===== src/rtl/freq_meter_if.sv =====
// -----------------------------------------------------------------------------
// freq_meter_if : result handshake between freq_meter and its consumer.
//   period        measured period in clk cycles         (master -> slave)
//   period_valid  period holds an unconsumed result     (master -> slave)
//   period_ready  consumer accepts the result           (slave  -> master)
//   high_cnt      high time of the same period, only with FREQ_METER_DUTY_EN
// Optional feature macro: FREQ_METER_DUTY_EN
// -----------------------------------------------------------------------------
interface freq_meter_if #(
    parameter int CNT_W = 24
);
    logic [CNT_W-1:0] period;
    logic             period_valid;
    logic             period_ready;
`ifdef FREQ_METER_DUTY_EN
    logic [CNT_W-1:0] high_cnt;
`endif

    modport master (
        input  period_ready,
        output period,
        output period_valid
`ifdef FREQ_METER_DUTY_EN
        ,
        output high_cnt
`endif
    );

    modport slave (
        output period_ready,
        input  period,
        input  period_valid
`ifdef FREQ_METER_DUTY_EN
        ,
        input  high_cnt
`endif
    );
endinterface


===== src/rtl/freq_meter.sv =====
// -----------------------------------------------------------------------------
// freq_meter : measures the period of a slow asynchronous square wave in
// fast-clock cycles and hands each result out on a valid/ready interface.
//   i_clk        fast system clock
//   i_rst_n      asynchronous active-low reset
//   i_sig_in     slow signal to measure (asynchronous)
//   i_clear_ovr  one-cycle pulse clearing o_overrun
//   o_overrun    sticky: a result was overwritten before it was accepted
//   o_timeout    no rising edge for TIMEOUT_CYC cycles (level)
//   m_res        result port (period / period_valid / period_ready [/ high_cnt])
// Optional feature macro: FREQ_METER_DUTY_EN adds the high-time result.
// -----------------------------------------------------------------------------
module freq_meter #(
    parameter int CNT_W       = 24,
    parameter int TIMEOUT_CYC = 1000000
) (
    input  logic          i_clk,
    input  logic          i_rst_n,
    input  logic          i_sig_in,
    input  logic          i_clear_ovr,
    output logic          o_overrun,
    output logic          o_timeout,
    freq_meter_if.master  m_res
);

    typedef enum logic {ST_IDLE, ST_MEAS} state_t;

    state_t           r_state, w_state_nxt;
    logic             r_s1, r_s2, r_s3;
    logic [CNT_W-1:0] r_cnt, w_cnt_nxt;
    logic [CNT_W-1:0] r_period;
    logic             r_vld, r_ovr, r_to;
    logic             w_edge, w_load, w_to_set, w_to_clr;

    // Fixed synchroniser + edge latency, so edge spacing equals sig_in spacing.
    assign w_edge = r_s2 & ~r_s3;

    always_ff @(posedge i_clk or negedge i_rst_n) begin
        if (!i_rst_n) begin
            r_s1 <= 1'b0;
            r_s2 <= 1'b0;
            r_s3 <= 1'b0;
        end else begin
            r_s1 <= i_sig_in;
            r_s2 <= r_s1;
            r_s3 <= r_s2;
        end
    end

    always_ff @(posedge i_clk or negedge i_rst_n) begin
        if (!i_rst_n) begin
            r_state <= ST_IDLE;
            r_cnt   <= '0;
        end else begin
            r_state <= w_state_nxt;
            r_cnt   <= w_cnt_nxt;
        end
    end

    // cnt is 1 in the cycle after an edge, so on the next edge it equals the
    // number of cycles between the two edges. It stops at TIMEOUT_CYC.
    always_comb begin
        w_state_nxt = r_state;
        w_cnt_nxt   = r_cnt;
        w_load      = 1'b0;
        w_to_set    = 1'b0;
        w_to_clr    = 1'b0;
        case (r_state)
            ST_IDLE: begin
                if (w_edge) begin
                    w_cnt_nxt   = CNT_W'(1);
                    w_state_nxt = ST_MEAS;
                    w_to_clr    = 1'b1;
                end
            end
            ST_MEAS: begin
                if (w_edge) begin
                    w_load    = 1'b1;
                    w_cnt_nxt = CNT_W'(1);
                end else if (r_cnt == CNT_W'(TIMEOUT_CYC)) begin
                    w_to_set    = 1'b1;
                    w_state_nxt = ST_IDLE;
                    w_cnt_nxt   = '0;
                end else begin
                    w_cnt_nxt = r_cnt + CNT_W'(1);
                end
            end
        endcase
    end

    always_ff @(posedge i_clk or negedge i_rst_n) begin
        if (!i_rst_n) begin
            r_period <= '0;
            r_vld    <= 1'b0;
            r_ovr    <= 1'b0;
            r_to     <= 1'b0;
        end else begin
            if (w_load)
                r_period <= r_cnt;
            // A load in the transfer cycle keeps valid high.
            if (w_load)
                r_vld <= 1'b1;
            else if (m_res.period_ready)
                r_vld <= 1'b0;
            // Set has priority over clear.
            if (w_load && r_vld && !m_res.period_ready)
                r_ovr <= 1'b1;
            else if (i_clear_ovr)
                r_ovr <= 1'b0;
            if (w_to_set)
                r_to <= 1'b1;
            else if (w_to_clr)
                r_to <= 1'b0;
        end
    end

`ifdef FREQ_METER_DUTY_EN
    logic [CNT_W-1:0] r_hcnt;
    logic [CNT_W-1:0] r_high;

    // Counting only in MEAS keeps a stuck-high input from wrapping the counter.
    always_ff @(posedge i_clk or negedge i_rst_n) begin
        if (!i_rst_n) begin
            r_hcnt <= '0;
            r_high <= '0;
        end else begin
            if (w_to_set)
                r_hcnt <= '0;
            else if (w_edge)
                r_hcnt <= CNT_W'(1);
            else if (r_state == ST_MEAS && r_s2)
                r_hcnt <= r_hcnt + CNT_W'(1);
            if (w_load)
                r_high <= r_hcnt;
        end
    end

    assign m_res.high_cnt = r_high;
`endif

    assign m_res.period       = r_period;
    assign m_res.period_valid = r_vld;
    assign o_overrun          = r_ovr;
    assign o_timeout          = r_to;

endmodule


===== src/flat_wrapper.sv =====
// flat-port wrapper written by rule: the top's interface ports become plain ports
module freq_meter_flat 
#(
    parameter int CNT_W       = 24,
    parameter int TIMEOUT_CYC = 1000000
)
  (i_clk, i_rst_n, i_sig_in, i_clear_ovr, o_overrun, o_timeout, m_res_period_ready, m_res_period, m_res_period_valid);
  freq_meter_if #(.CNT_W(CNT_W)) m_res_i ();
  input  logic i_clk;
  input  logic i_rst_n;
  input  logic i_sig_in;
  input  logic i_clear_ovr;
  output logic o_overrun;
  output logic o_timeout;
  input wire logic [$bits(m_res_i.period_ready)-1:0] m_res_period_ready;
  output wire logic [$bits(m_res_i.period)-1:0] m_res_period;
  output wire logic [$bits(m_res_i.period_valid)-1:0] m_res_period_valid;
  assign m_res_i.period_ready = m_res_period_ready;
  assign m_res_period = m_res_i.period;
  assign m_res_period_valid = m_res_i.period_valid;
  freq_meter #(.CNT_W(CNT_W), .TIMEOUT_CYC(TIMEOUT_CYC)) u_core (.i_clk(i_clk), .i_rst_n(i_rst_n), .i_sig_in(i_sig_in), .i_clear_ovr(i_clear_ovr), .o_overrun(o_overrun), .o_timeout(o_timeout), .m_res(m_res_i));
endmodule

===== config.mk =====
export PLATFORM = sky130hd
export DESIGN_NAME = freq_meter_flat
export DESIGN_NICKNAME = d
export VERILOG_FILES = /design/src/rtl/freq_meter_if.sv /design/src/rtl/freq_meter.sv /design/src/flat_wrapper.sv
export SDC_FILE = /design/constraint.sdc
export NUM_CORES = 1
export LEC_CHECK = 0
export BUFFER_PORTS_ARGS = -buffer_cell sky130_fd_sc_hd__buf_4
export CAP_MARGIN = 15
export CORE_ASPECT_RATIO = 1.5
export CORE_MARGIN = 1.5
export CORE_UTILIZATION = 61
export CTS_BUF_LIST = sky130_fd_sc_hd__clkbuf_16
export DETAILED_ROUTE_END_ITERATION = 6
export GPL_TIMING_DRIVEN = 0
export PLACE_DENSITY = 0.86
export SLEW_MARGIN = 20
export SYNTH_ARGS = -nofsm -noshare
export SYNTH_HDL_FRONTEND = slang
export SYNTH_SLANG_ARGS = --single-unit

===== constraint.sdc =====
create_clock -name i_clk -period 4.85 [get_ports i_clk]
set_input_delay 0.7275 -clock i_clk [delete_from_list [all_inputs] [get_ports i_clk]]
set_output_delay 0.7275 -clock i_clk [all_outputs]
set_load 0.01 [all_outputs]

==> flow_metrics.py <==
metrics = {
    "status": {
        "status": "completed",
    },
    "worst_setup_path": {
        "crit_buf_inv": 1,
        "path_class": "flip-flop to flip-flop",
        "cpPeakStageDelay_ns": 0.50,
        "worstPathMaxFanout": 6,
        "cpLargestDelayFamily": "simple AND/OR/NAND/NOR gates",
        "slowest_stage": "nor2_1",
        "required_ns": 5.00,
        "crit_arrival_ns": 2.28,
        "critPathLaunchType": "flip-flop",
        "cp_cell_sequence": "inv_1 > ha_1 > nor4b_1 > and3_1 > nand4_1 > nor2_1 > a2111oi_0",
        "cp-end-kind": "flip-flop",
    },
    "timing": {
        "tightest_slew_ns": 0.668,
        "timing.fmax_mhz": 468,
        "finClkSkew_ns": 0.00755,
        "hold_violations": 0,
        "post-route-min-period_ns": 2.14,
        "fin_tns_setup_ns": 0,
        "relSlewSlack_pct": 55.5,
        "finalCritPeriodShare_pct": 44.0,
        "slew_violations": 0,
        "setup_violations": 0,
        "rsz0062_at_grt": "no",
    },
    "logic_synthesis": {
        "avgSynthCellArea_um2": 11.0,
        "synth_edf_count": 0,
        "syn-cell-area_um2": 2550,
        "synth.distinct_cells": 42,
        "yosysTopAreaCell": "dfrtp_1",
        "yosys-top-cells-area": "dfrtp_1 54%, mux2_2 9.3%, nand2_1 3.1%",
        "synth.most_common_cell": "dfrtp_1",
        "synth-seq-cells": 55,
        "synthArstFlopShare_pct": 100,
        "yosysSeqAreaShare_pct": 54.0,
        "synth_cells": 232,
        "synth-main-ff-cell": "dfrtp_1",
        "ys_warn_count": 0,
        "synth_nets": 239,
        "synth_top_area_share_pct": 54.0,
        "yosys-top-cells-count": "55 x dfrtp_1, 21 x mux2_2, 21 x nand2_1, 14 x nand3_1, 14 x o21ai_0",
    },
    "floorplan": {
        "num_rows": 28,
        "core_um2": 3960,
        "die_y_um": 82.1,
        "dieWidth_um": 55.8,
        "initial_core_util_pct": 64.3,
        "pin_count": 32,
        "die_area_um2": 4580,
    },
    "clock_tree": {
        "ctsLongestPathBuffers": 2,
        "clkLatencyLatePin_ns": 0.30,
        "cts_resized": 0,
        "clkTransAtPathRegs_ns": 0.07,
        "cts_max_level": 2,
        "cts-root-buf": "clkbuf_16",
        "cts_made_buffers": 5,
        "cts_tree": "done",
        "cts.sinks": 55,
        "cts_hold_buf": 0,
        "cts_setup_buffers": 0,
    },
    "placement": {
        "dpl-instance-area_um2": 2840,
        "portBuffers": 31,
        "hpwlAfterDp_um": 3670,
        "routabilityCongestion": 0.856,
    },
    "layout": {
        "fill_cells": 281,
        "synthToLayoutAreaGrowth_pct": 18.0,
        "final_cell_area_um2": 3010,
        "register_area_um2": 1380,
        "diodes": 0,
        "multi_input_area_um2": 1090,
        "layout.nets": 277,
        "drive_gt1_share_pct": 26.6,
    },
    "drt": {
        "drt-total-wl_um": 5350,
        "avgViaCountPerCell": 6.14,
        "antenna_left": 0,
        "wire_per_inst_um": 16.9,
        "drc": 0,
        "drtIter0Drc": 67,
        "via_count": 1939,
        "dr.pass1.iters": 4,
    },
    "pwr": {
        "p_leak_nw": 1.50,
        "p_clk_share_pct": 39.6,
        "finalPower_mw": 1.02,
        "max-vdd-ir-drop_v": 0.000450,
        "power_switching_mw": 0.242,
        "swShare_pct": 23.7,
        "comb_power_share_pct": 9.9,
        "p_per_area_nw_per_um2": 340,
        "seqPwrFrac_pct": 50.5,
        "intPower_mw": 0.780,
    },
    "run": {
        "cap_violations": 0,
    },
    "grt": {
        "grt_pass1_wl_um": 8670,
        "track_usage_pct": 25.0,
        "first_global_vias": 1861,
        "antenna_found_initial": 0,
        "grt_max_degree": 56,
        "overflow": 0,
    },
    "hold_path": {
        "hold_path.class": "flip-flop to flip-flop",
    },
}
[routing by layer]
metal / global-route usage (%) / vias up / share of wire (%) / wire length (um)
met5: 0 / - / 0 / 0
met4: 13.9 / 0 / 3.1 / 168
met3: 4.05 / 13 / 4.7 / 250
met2: 44.8 / 73 / 52 / 2770
met1: 28.8 / 950 / 40 / 2170
li1: - / 903 / - / -
[path summary, 6_finish.rpt]
| kind | start | end | slack, ns | depth (start not counted) |
|---|---|---|---|---|
| worst max-delay path | u_core.r_cnt[1]$_DFFE_PN0P_ | u_core.r_cnt[19]$_DFFE_PN0P_ | 2.71 | 7 |
| worst min-delay path | u_core.r_s1$_DFF_PN0_ | u_core.r_s2$_DFF_PN0_ | 0.35 | 0 |
| worst max register to register | u_core.r_cnt[1]$_DFFE_PN0P_ | u_core.r_cnt[19]$_DFFE_PN0P_ | 2.71 | 7 |
| worst min register to register | u_core.r_s1$_DFF_PN0_ | u_core.r_s2$_DFF_PN0_ | 0.35 | 0 |
| max in group asynchronous | i_rst_n | u_core.r_cnt[16]$_DFFE_PN0P_ | 3.94 | 1 |
| min in group asynchronous | i_rst_n | u_core.r_s2$_DFF_PN0_ | 0.46 | 1 |
[power by group through the flow]
stage	clock (mW)	sequential [mW]	combinational (mW)
floorplan	0	0.525	0.0511
global placement	0	0.522	0.0979
detailed placement	0	0.526	0.103
CTS	0.410	0.517	0.103
global route	0.425	0.521	0.116
finish	0.405	0.516	0.101
[sequential cells by signal (all words and copies together), names as in the netlist]
name,count
u_core.o_overrun,1
u_core.m_res.period,24
u_core.r_s2,1
u_core.r_s3,1
u_core.r_s1,1
u_core.r_cnt,24
u_core.r_state,1
u_core.m_res.period_valid,1
u_core.o_timeout,1
[kinds of logic after synthesis]
group                      share of synthesized area [%]
buffers and inverters                               3.24
AOI/OAI and AO/OA                                   7.96
and+or+nand+nor                                     19.4
adders and majority gates                          0.982
DFF                                                 54.0
xor gates and xnor gates                            2.41
muxes                                               12.0
[cell usage in the layout (no fill, tap or decap), types with 2 or more instances in the layout]
| master | n |
|---|---|
| a21oi_1 | 5 |
| a31oi_1 | 3 |
| and3_1 | 6 |
| and3_2 | 2 |
| and4_1 | 2 |
| buf_2 | 3 |
| buf_4 | 32 |
| clkbuf_1 | 7 |
| clkbuf_16 | 5 |
| dfrtp_1 | 55 |
| ha_1 | 2 |
| inv_1 | 6 |
| mux2_2 | 21 |
| mux2i_1 | 7 |
| nand2_1 | 21 |
| nand2b_1 | 2 |
| nand3_1 | 14 |
| nand4_1 | 4 |
| nor2_1 | 13 |
| nor2b_1 | 2 |
| nor3_1 | 9 |
| nor4b_1 | 4 |
| o211ai_1 | 3 |
| o21ai_0 | 14 |
| o41ai_1 | 2 |
| xor2_1 | 7 |
[worst register-to-register path, delay by kind of cell, from the launching register on]
kind	cells	cell delay, ns
fa+ha+maj	1	0.14
compound gates	1	0.14
flops	1	0.44
buf+inv	1	0.11
simple gates	4	1.15
[layout make-up]
class	count	area share [%]
sequential	55	45.8
timing repair buffer	31	7.74
clock buffer	5	4.16
multi-input combinational	159	36.2
buffer	12	2.00
inverter	6	0.749
tap	45	1.87
clock inverter	3	1.46
[per-stage QoR]
step                hold slack, ns  utilization, %  setup slack [ns]  cells
finish                       0.354            75.9              2.71    316
global route                 0.369            75.9              2.52    316
CTS                          0.356            75.9              2.74    316
detailed placement           0.340            71.6              2.75    308
global placement             0.334            71.6              2.78    308
floorplan                    0.331               -              3.15    232
(Power assumes the default switching activity.)
